**src/rtl/adder_pkg.sv**
```systemverilog
// Shared constants for the bit-serial adder: state encoding and default width.
package adder_pkg;

  localparam int DEF_WIDTH = 8;

  localparam logic ST_IDLE = 1'b0;
  localparam logic ST_RUN  = 1'b1;

  typedef enum logic {
    IDLE = ST_IDLE,
    RUN  = ST_RUN
  } state_t;

endpackage

```
**src/rtl/full_adder.sv**
```systemverilog
// One-bit full adder cell: sum = a^b^cin, carry = majority(a, b, cin).
module full_adder (
  input  logic a,
  input  logic b,
  input  logic cin,
  output logic sum,
  output logic carry
);

  logic p;

  assign p     = a ^ b;
  assign sum   = p ^ cin;
  assign carry = (a & b) | (cin & p);

endmodule

```
**src/rtl/serial_adder.sv**
```systemverilog
// Bit-serial WIDTH-bit adder: one full_adder cell, one bit per clock, LSB first.
// Start/busy/done handshake; sum/cout only update on the completion edge.
module serial_adder
  import adder_pkg::*;
#(
  parameter int WIDTH = DEF_WIDTH
) (
  input  logic             clk,
  input  logic             rst_n,
  input  logic             start,
  input  logic [WIDTH-1:0] a,
  input  logic [WIDTH-1:0] b,
  input  logic             cin,
  output logic             busy,
  output logic             done,
  output logic [WIDTH-1:0] sum,
  output logic             cout
);

  localparam int CW = $clog2(WIDTH);
  localparam logic [CW-1:0] LAST = CW'(WIDTH - 1);

  state_t           state;
  logic [CW-1:0]    cnt;
  logic [WIDTH-1:0] sh_a;
  logic [WIDTH-1:0] sh_b;
  logic [WIDTH-1:0] res;
  logic             carry_q;

  logic             fa_sum;
  logic             fa_carry;
  logic [WIDTH-1:0] res_next;

  // The only arithmetic: current LSBs of the operand shifters plus the stored carry.
  full_adder u_fa (sh_a[0], sh_b[0], carry_q, fa_sum, fa_carry);

  // Cell sum bit enters at the MSB; after WIDTH shifts bit 0 has reached the LSB.
  assign res_next = (res >> 1) | (WIDTH'(fa_sum) << (WIDTH - 1));

  // FSM, datapath shifters and registered outputs.
  always_ff @(posedge clk or negedge rst_n) begin
    if (!rst_n) begin
      state   <= IDLE;
      cnt     <= '0;
      sh_a    <= '0;
      sh_b    <= '0;
      res     <= '0;
      carry_q <= 1'b0;
      busy    <= 1'b0;
      done    <= 1'b0;
      sum     <= '0;
      cout    <= 1'b0;
    end else begin
      done <= 1'b0;
      case (state)
        IDLE: begin
          if (start) begin
            state   <= RUN;
            busy    <= 1'b1;
            sh_a    <= a;
            sh_b    <= b;
            carry_q <= cin;
            cnt     <= '0;
          end
        end
        RUN: begin
          res     <= res_next;
          sh_a    <= sh_a >> 1;
          sh_b    <= sh_b >> 1;
          carry_q <= fa_carry;
          if (cnt == LAST) begin
            state <= IDLE;
            busy  <= 1'b0;
            done  <= 1'b1;
            sum   <= res_next;
            cout  <= fa_carry;
          end else begin
            cnt <= cnt + 1'b1;
          end
        end
        default: state <= IDLE;
      endcase
    end
  end

endmodule

```
**config.mk**
```make
export PLATFORM = sky130hd
export DESIGN_NAME = serial_adder
export DESIGN_NICKNAME = d
export VERILOG_FILES = /design/src/rtl/adder_pkg.sv /design/src/rtl/full_adder.sv /design/src/rtl/serial_adder.sv
export SDC_FILE = /design/constraint.sdc
export NUM_CORES = 1
export LEC_CHECK = 0
export BUFFER_PORTS_ARGS = -buffer_cell sky130_fd_sc_hd__buf_2
export CORE_ASPECT_RATIO = 0.6
export CORE_MARGIN = 1
export CORE_UTILIZATION = 25
export DETAILED_ROUTE_END_ITERATION = 8
export GPL_ROUTABILITY_DRIVEN = 0
export SYNTH_ARGS = -nofsm -noshare
export SYNTH_HDL_FRONTEND = slang
export SYNTH_SLANG_ARGS = --single-unit
```
**constraint.sdc**
```tcl
create_clock -name clk -period 1.9 [get_ports clk]
set_input_delay 0.285 -clock clk [delete_from_list [all_inputs] [get_ports clk]]
set_output_delay 0.285 -clock clk [all_outputs]
set_load 0.02 [all_outputs]
```
==> run metrics, run 1 <==
Fin Clk Skew=7.26 ps; Yosys Warn Count=0; Worst R2R Setup Slack=about 320 ps; Critical Path AT=roughly 1800 ps; Die Footprint=7050 sq um; Die Height=between 60 and 70 microns; HPWL after detailed placement=2130 microns; Hold Path End=sh_b[7]; vias per inst=4.06; Root Driver=clkbuf_8; Syn Inst Count=around 130; global route total overflow=0; I/O pins=31; pin count of the biggest net entering global routing=40; overall power=3.04 mW; n_diodes=0; synthesized flop and latch total=39; PwrDens=1500 nW/um^2; core area=6300 sq um; port bufs=30; worst r2r path cells=4; setup_tns=0 ps; initial drt markers=39; postcts setup bufs=0; Hold WC Path Type=in -> reg; Detailed Routing Iterations Pass 1=3; Min Hold Slack=250 ps; first-pass GRT wire length=5090 microns; placed cell count=approximately 240; initial antenna violation count=0; Synth cell types=19; final hold vios=0; RSZ-0062 raised after global routing=no; Rows=22; area delta synth->final=20.8%; Worst Path Required=2080 ps; worst setup path class=reg -> reg; P_leak=1.01 nW; status=completed; Reg clk slew, reported paths=70 ps; worst-case clock buffer depth=2; filler cell count=roughly 640; final design utilization=32.1%; Avg Synthesized Cell Area=13.1 sq um; dpl cell area=1920 sq um; FF-to-FF Start=cnt[0]; reg2reg end=sum[4]; worst vdd ir=471 uV; slew margin rel.=78.1%; final WL=2980 microns; CTS tree=done; die width=108 microns; via count=1006; peak fanout along the critical path=10; Worst-Skew Late Latency=290 ps; initial core utilization=26.6%; final non-filler cell total=248; Post-CTS Resized=0; worst hold path startpoint=b[7]; nets=~190; net count after synthesis=152; period utilisation layout=82.9%; DRC Markers=0; clk sinks=39; pre-CTS setup slack=328 ps; Worst Setup Start Kind=register; All-Layer GR Usage=10.0%; Avg WL per Cell=12.0 microns; worst hold path cell count=3; synthesized area=1680 sq um; CTS H-Tree Depth=2; Antenna Nets Post-Route=0; final setup margin=325 ps; post-cts hold buffer count=1; min cycle time layout=1580 ps; CP Capture Type=register; fmax=~630 MHz; vias in the first global route=1009; TritonCTS buffer count=5; Pins Over Slew Limit=0; post-synthesis sequential area ratio=58.2%; Slew @ Worst Pin=328 ps; share of layout cells above drive strength 1=36.6%; post-route cell area=2030 sq um; # setup viols final=0; max cap viols=0
[routing by layer]
layer,part of all wire (%),GRT usage (%),up-vias
met5,0,0,-
met1,52,13.8,462
li1,-,-,515
met4,1.6,4.11,0
met3,9.2,5.85,8
met2,37,12.3,21
[registers in the layout, indices dropped and copies added (netlist names), 3 cells and up]
register  flops
sum           8
cnt           3
sh_b          8
res           7
sh_a          8
[layout make-up]
| cell class | instances | area, sq um | share of cell area, % |
|---|---|---|---|
| Inverter | 2 | 7.51 | 0.371 |
| Clock buffer | 8 | 100 | 4.94 |
| Sequential cell | 39 | 976 | 48.2 |
| Tap cell | 84 | 105 | 5.19 |
| Timing Repair Buffer | 35 | 203 | 10.0 |
| Multi-Input combinational cell | 80 | 634 | 31.3 |
[logic make-up (layout without fill, tap and decap cells)]
kind of cell,after synthesis,in the layout,share of synthesized area (%)
AO/OA/AOI/OAI,20,20,6.72
AND/OR/NAND/NOR,20,20,4.92
multiplexers,35,35,22.2
flip-flops,39,39,58.2
XOR/XNOR,1,1,0.522
adder cells (fa/ha/maj),4,4,3.43
buffers and inverters,9,45,3.96
[power breakdown]
| part | switching, mW | internal (mW) | total (mW) | leakage (nW) |
|---|---|---|---|---|
| combinational | 0.515 | 0.529 | 1.04 | 0.457 |
| clock | 0.280 | 0.331 | 0.611 | 0.0515 |
| sequential | 0.218 | 1.17 | 1.38 | 0.500 |
| total | 1.01 | 2.03 | 3.04 | 1.01 |
[worst max path at each step]
stage                      start      to  cells past startpoint
after CTS                 cnt[0]  sum[7]                      4
final                     cnt[0]  sum[4]                      4
after global placement    cnt[0]  sum[7]                      4
after global routing      cnt[0]  sum[2]                      4
after detailed placement  cnt[0]  sum[7]                      4
after floorplan           cnt[0]    cout                      4
[layout by cell type, fill, tap and decap left out, drive strengths merged]
master	instances
a21oi	1
a22o	3
buf	34
clkbuf	8
dfrtp	39
dlygate4sd3	1
fa	1
ha	3
inv	2
mux2	18
mux2i	17
nand2	16
nor2	4
o21ai	15
o22ai	1
xnor2	1
[cell usage after synthesis]
master	instances	area (sq um)
nand2_4	1	11.3
o21ai_0	15	75.1
nor2_1	4	15.0
buf_2	2	10.0
inv_1	2	7.51
clkbuf_1	1	3.75
mux2_2	18	203
mux2i_1	17	170
nand2_1	15	56.3
buf_4	1	7.51
a21oi_1	1	5.00
a22o_1	3	26.3
fa_1	1	20.0
dfrtp_1	39	976
ha_1	3	37.5
buf_8	1	15.0
buf_6	2	22.5
o22ai_1	1	6.26
xnor2_1	1	8.76
[worst max-delay path: stages (launching register included)]
cell,delay [ps]
dfrtp_1,410
ha_1,230
ha_1,280
nand2_4,180
mux2_2,350
Power figures use the tool's default switching activity.
==> inputs of run 2 (changes only) <==
--- a/config.mk
+++ b/config.mk
@@ -5,6 +5,7 @@
 export SDC_FILE = /design/constraint.sdc
 export NUM_CORES = 1
 export LEC_CHECK = 0
+export ABC_AREA = 1
 export BUFFER_PORTS_ARGS = -buffer_cell sky130_fd_sc_hd__buf_2
 export CORE_ASPECT_RATIO = 0.6
 export CORE_MARGIN = 1
==> constraint.sdc (replaced) <==
create_clock -name clk -period 1.5 [get_ports clk]
set_input_delay 0.225 -clock clk [delete_from_list [all_inputs] [get_ports clk]]
set_output_delay 0.225 -clock clk [all_outputs]
set_load 0.02 [all_outputs]
==> run 2 against run 1 <==
  * The run now ends with hold timing left
  * Cell area is 1.8% higher
  * Hold slack worse by 260 ps
  * Combinational power is 37% higher
  * Wire length is 5.2% higher
  * Flip-flop and latch count stayed put
  * Register-to-register slack worse by 190 ps
  * Clock skew is 5.1 ps lower
  * Global-route usage is 0.26 points higher
  * First-iteration DRC count is 28% higher
  * Sequential power is 25% higher
  * Sequential share of layout area is 0.85 points lower
  * Clock power is 69% higher
==> run metrics, run 2 <==
ys async rst share=100%; Critical Path AT=1530 ps; most frequent cells in the layout=nand2_1, dfrtp_1, nand3_1, buf_2, inv_1; first-pass GRT wire length=5580 microns; max cap viols=0; pin count of the biggest net entering global routing=40; RSZ-0062 raised after global routing=no; postcts setup bufs=0; HPWL after detailed placement=2130 microns; Hold WC Path Type=in -> async; nets=approximately 240; commonest non-fill, non-tap cell in the layout=nand2_1; Rows=22; All-Layer GR Usage=~10%; Most used DFF post-synth=dfrtp_1; CP peak stage delay=390 ps; EDFF count, synth=0; Slew @ Worst Pin=496 ps; Worst-Skew Late Latency=270 ps; synthesized area=1720 sq um; port bufs=30; I/O pins=31; share of layout cells above drive strength 1=23.7%; initial drt markers=50; P_leak=about 1.1 nW; n_diodes=0; Slowest-stage cell, CP=dfrtp_1; via count=1228; initial core utilization=27.0%; Die Footprint=7220 sq um; min cycle time layout=1360 ps; failing checks=hold timing; setup_tns=0 ps; critical path buffer and inverter count=1; Root Driver=clkbuf_16; post-cts hold buffer count=0; vias per inst=4.16; synthesized flop and latch total=39; die width=roughly 110 microns; clk sinks=39; Worst Path Required=1670 ps; CP Capture Type=register; Top delay family on crit path=adder cells; CTS H-Tree Depth=2; # setup viols final=0; core area=6360 sq um; overall power=around 4.2 mW; Fin Clk Skew=2.17 ps; post-synth top area cell=dfrtp_1; post-synth top area share=56.8%; Pins Over Slew Limit=0; TritonCTS buffer count=5; Reg clk slew, reported paths=~50 ps; Post-CTS Resized=0; area delta synth->final=20.0%; PwrDens=between 2000 and 2500 nW/um^2; Synth area leaders=dfrtp_1, nand2_1, nand3_1; global route total overflow=0; CP cell instances=ha_1, ha_1, nand2_4, inv_1, nand2_1, nand2_1; status=finished with violations; Synth cell types=14; Syn Inst Count=181; Detailed Routing Iterations Pass 1=4; peak fanout along the critical path=17; top cells by count, synth=nand2_1, dfrtp_1, nand3_1; Worst Setup Start Kind=register; post-synthesis sequential area ratio=56.8%; Avg WL per Cell=10.6 microns; fmax=about 730 MHz; initial antenna violation count=0; DRC Markers=0; final hold vios=7; Antenna Nets Post-Route=0; largest registers=sh_a (8), sh_b (8), sum (8); Die Height=66.2 microns; count leader, synth=nand2_1; Yosys Warn Count=0; CTS tree=done; worst-case clock buffer depth=2; slew margin rel.=66.9%; final WL=3140 microns; worst setup path class=reg -> reg; vias in the first global route=between 1000 and 1500; period utilisation layout=around nine tenths; net count after synthesis=about 210; worst vdd ir=between 800 and 900 uV; Avg Synthesized Cell Area=9.49 sq um; Min Hold Slack=-6.19 ps
run 2: cell types whose count changed in the layout (fill, tap and decap cells not counted), sizes merged, moves of 2 or more:
cell    change
buf         -2
nor2        -3
mux2       -18
mux2i      -17
clkbuf      -2
inv        +10
nand2      +50
a22o        -3
nand3      +36
run 2: final cells by class:
type,instances,area [sq um]
flip-flops and latches,39,976
clock inverters,1,5.00
repair buffers,32,178
multi-input cells,121,612
inverters,12,47.5
well taps,84,105
clock buffers,6,139
fillers,672,4300
run 2: path summary, 6_finish.rpt:
path | depth (start not counted) | startpoint | to | slack [ps]
worst max register to register | 6 | cnt[0] | sum[7] | 140
worst max-delay path | 6 | cnt[0] | sum[7] | 140
worst min-delay path | 2 | rst_n | sum[0] | -6
worst min register to register | 2 | sh_a[7] | sh_a[7] | 470
max in group asynchronous | 2 | rst_n | sh_a[5] | 1160
min in group clk | 3 | b[7] | sh_b[7] | 180
run 2: per-stage QoR:
| stage | area, sq um | utilization (%) | std cells | hold WS (ps) | worst slack [ps] |
|---|---|---|---|---|---|
| floorplan | 1720 | - | 181 | -70.6 | 263 |
| global placement | 1920 | 30.2 | 288 | 312 | 155 |
| detailed placement | 1920 | 30.2 | 288 | 311 | 134 |
| CTS | 2060 | 32.4 | 295 | 15.0 | 117 |
| global route | 2060 | 32.4 | 295 | 35.3 | 39.8 |
| finish | 2060 | 32.4 | 295 | -6.19 | 137 |
run 2: cells by family (layout without fill, tap and decap cells):
logic type / count (synthesis) / count (layout) / share of synthesized area [%]
adders and majority gates: 4 / 4 / 3.35
and+or+nand+nor: 103 / 103 / 26.7
DFF: 39 / 39 / 56.8
AOI/OAI and AO/OA: 14 / 14 / 5.61
buffers and inverters: 21 / 51 / 7.57
run 2: routing by layer:
metal  GRT usage [%]  routed length (microns)  share of wire, %
met5               0                        0                 0
met4            3.55                       23              0.73
met3            4.04                      209               6.7
met2            13.3                     1220                39
met1            15.1                     1690                54
run 2: power by group:
| group | total [mW] | switching (mW) | internal (mW) |
|---|---|---|---|
| Combinational | 1.42 | 0.898 | 0.527 |
| Sequential | 1.73 | 0.228 | 1.50 |
| Clock | 1.03 | 0.380 | 0.648 |
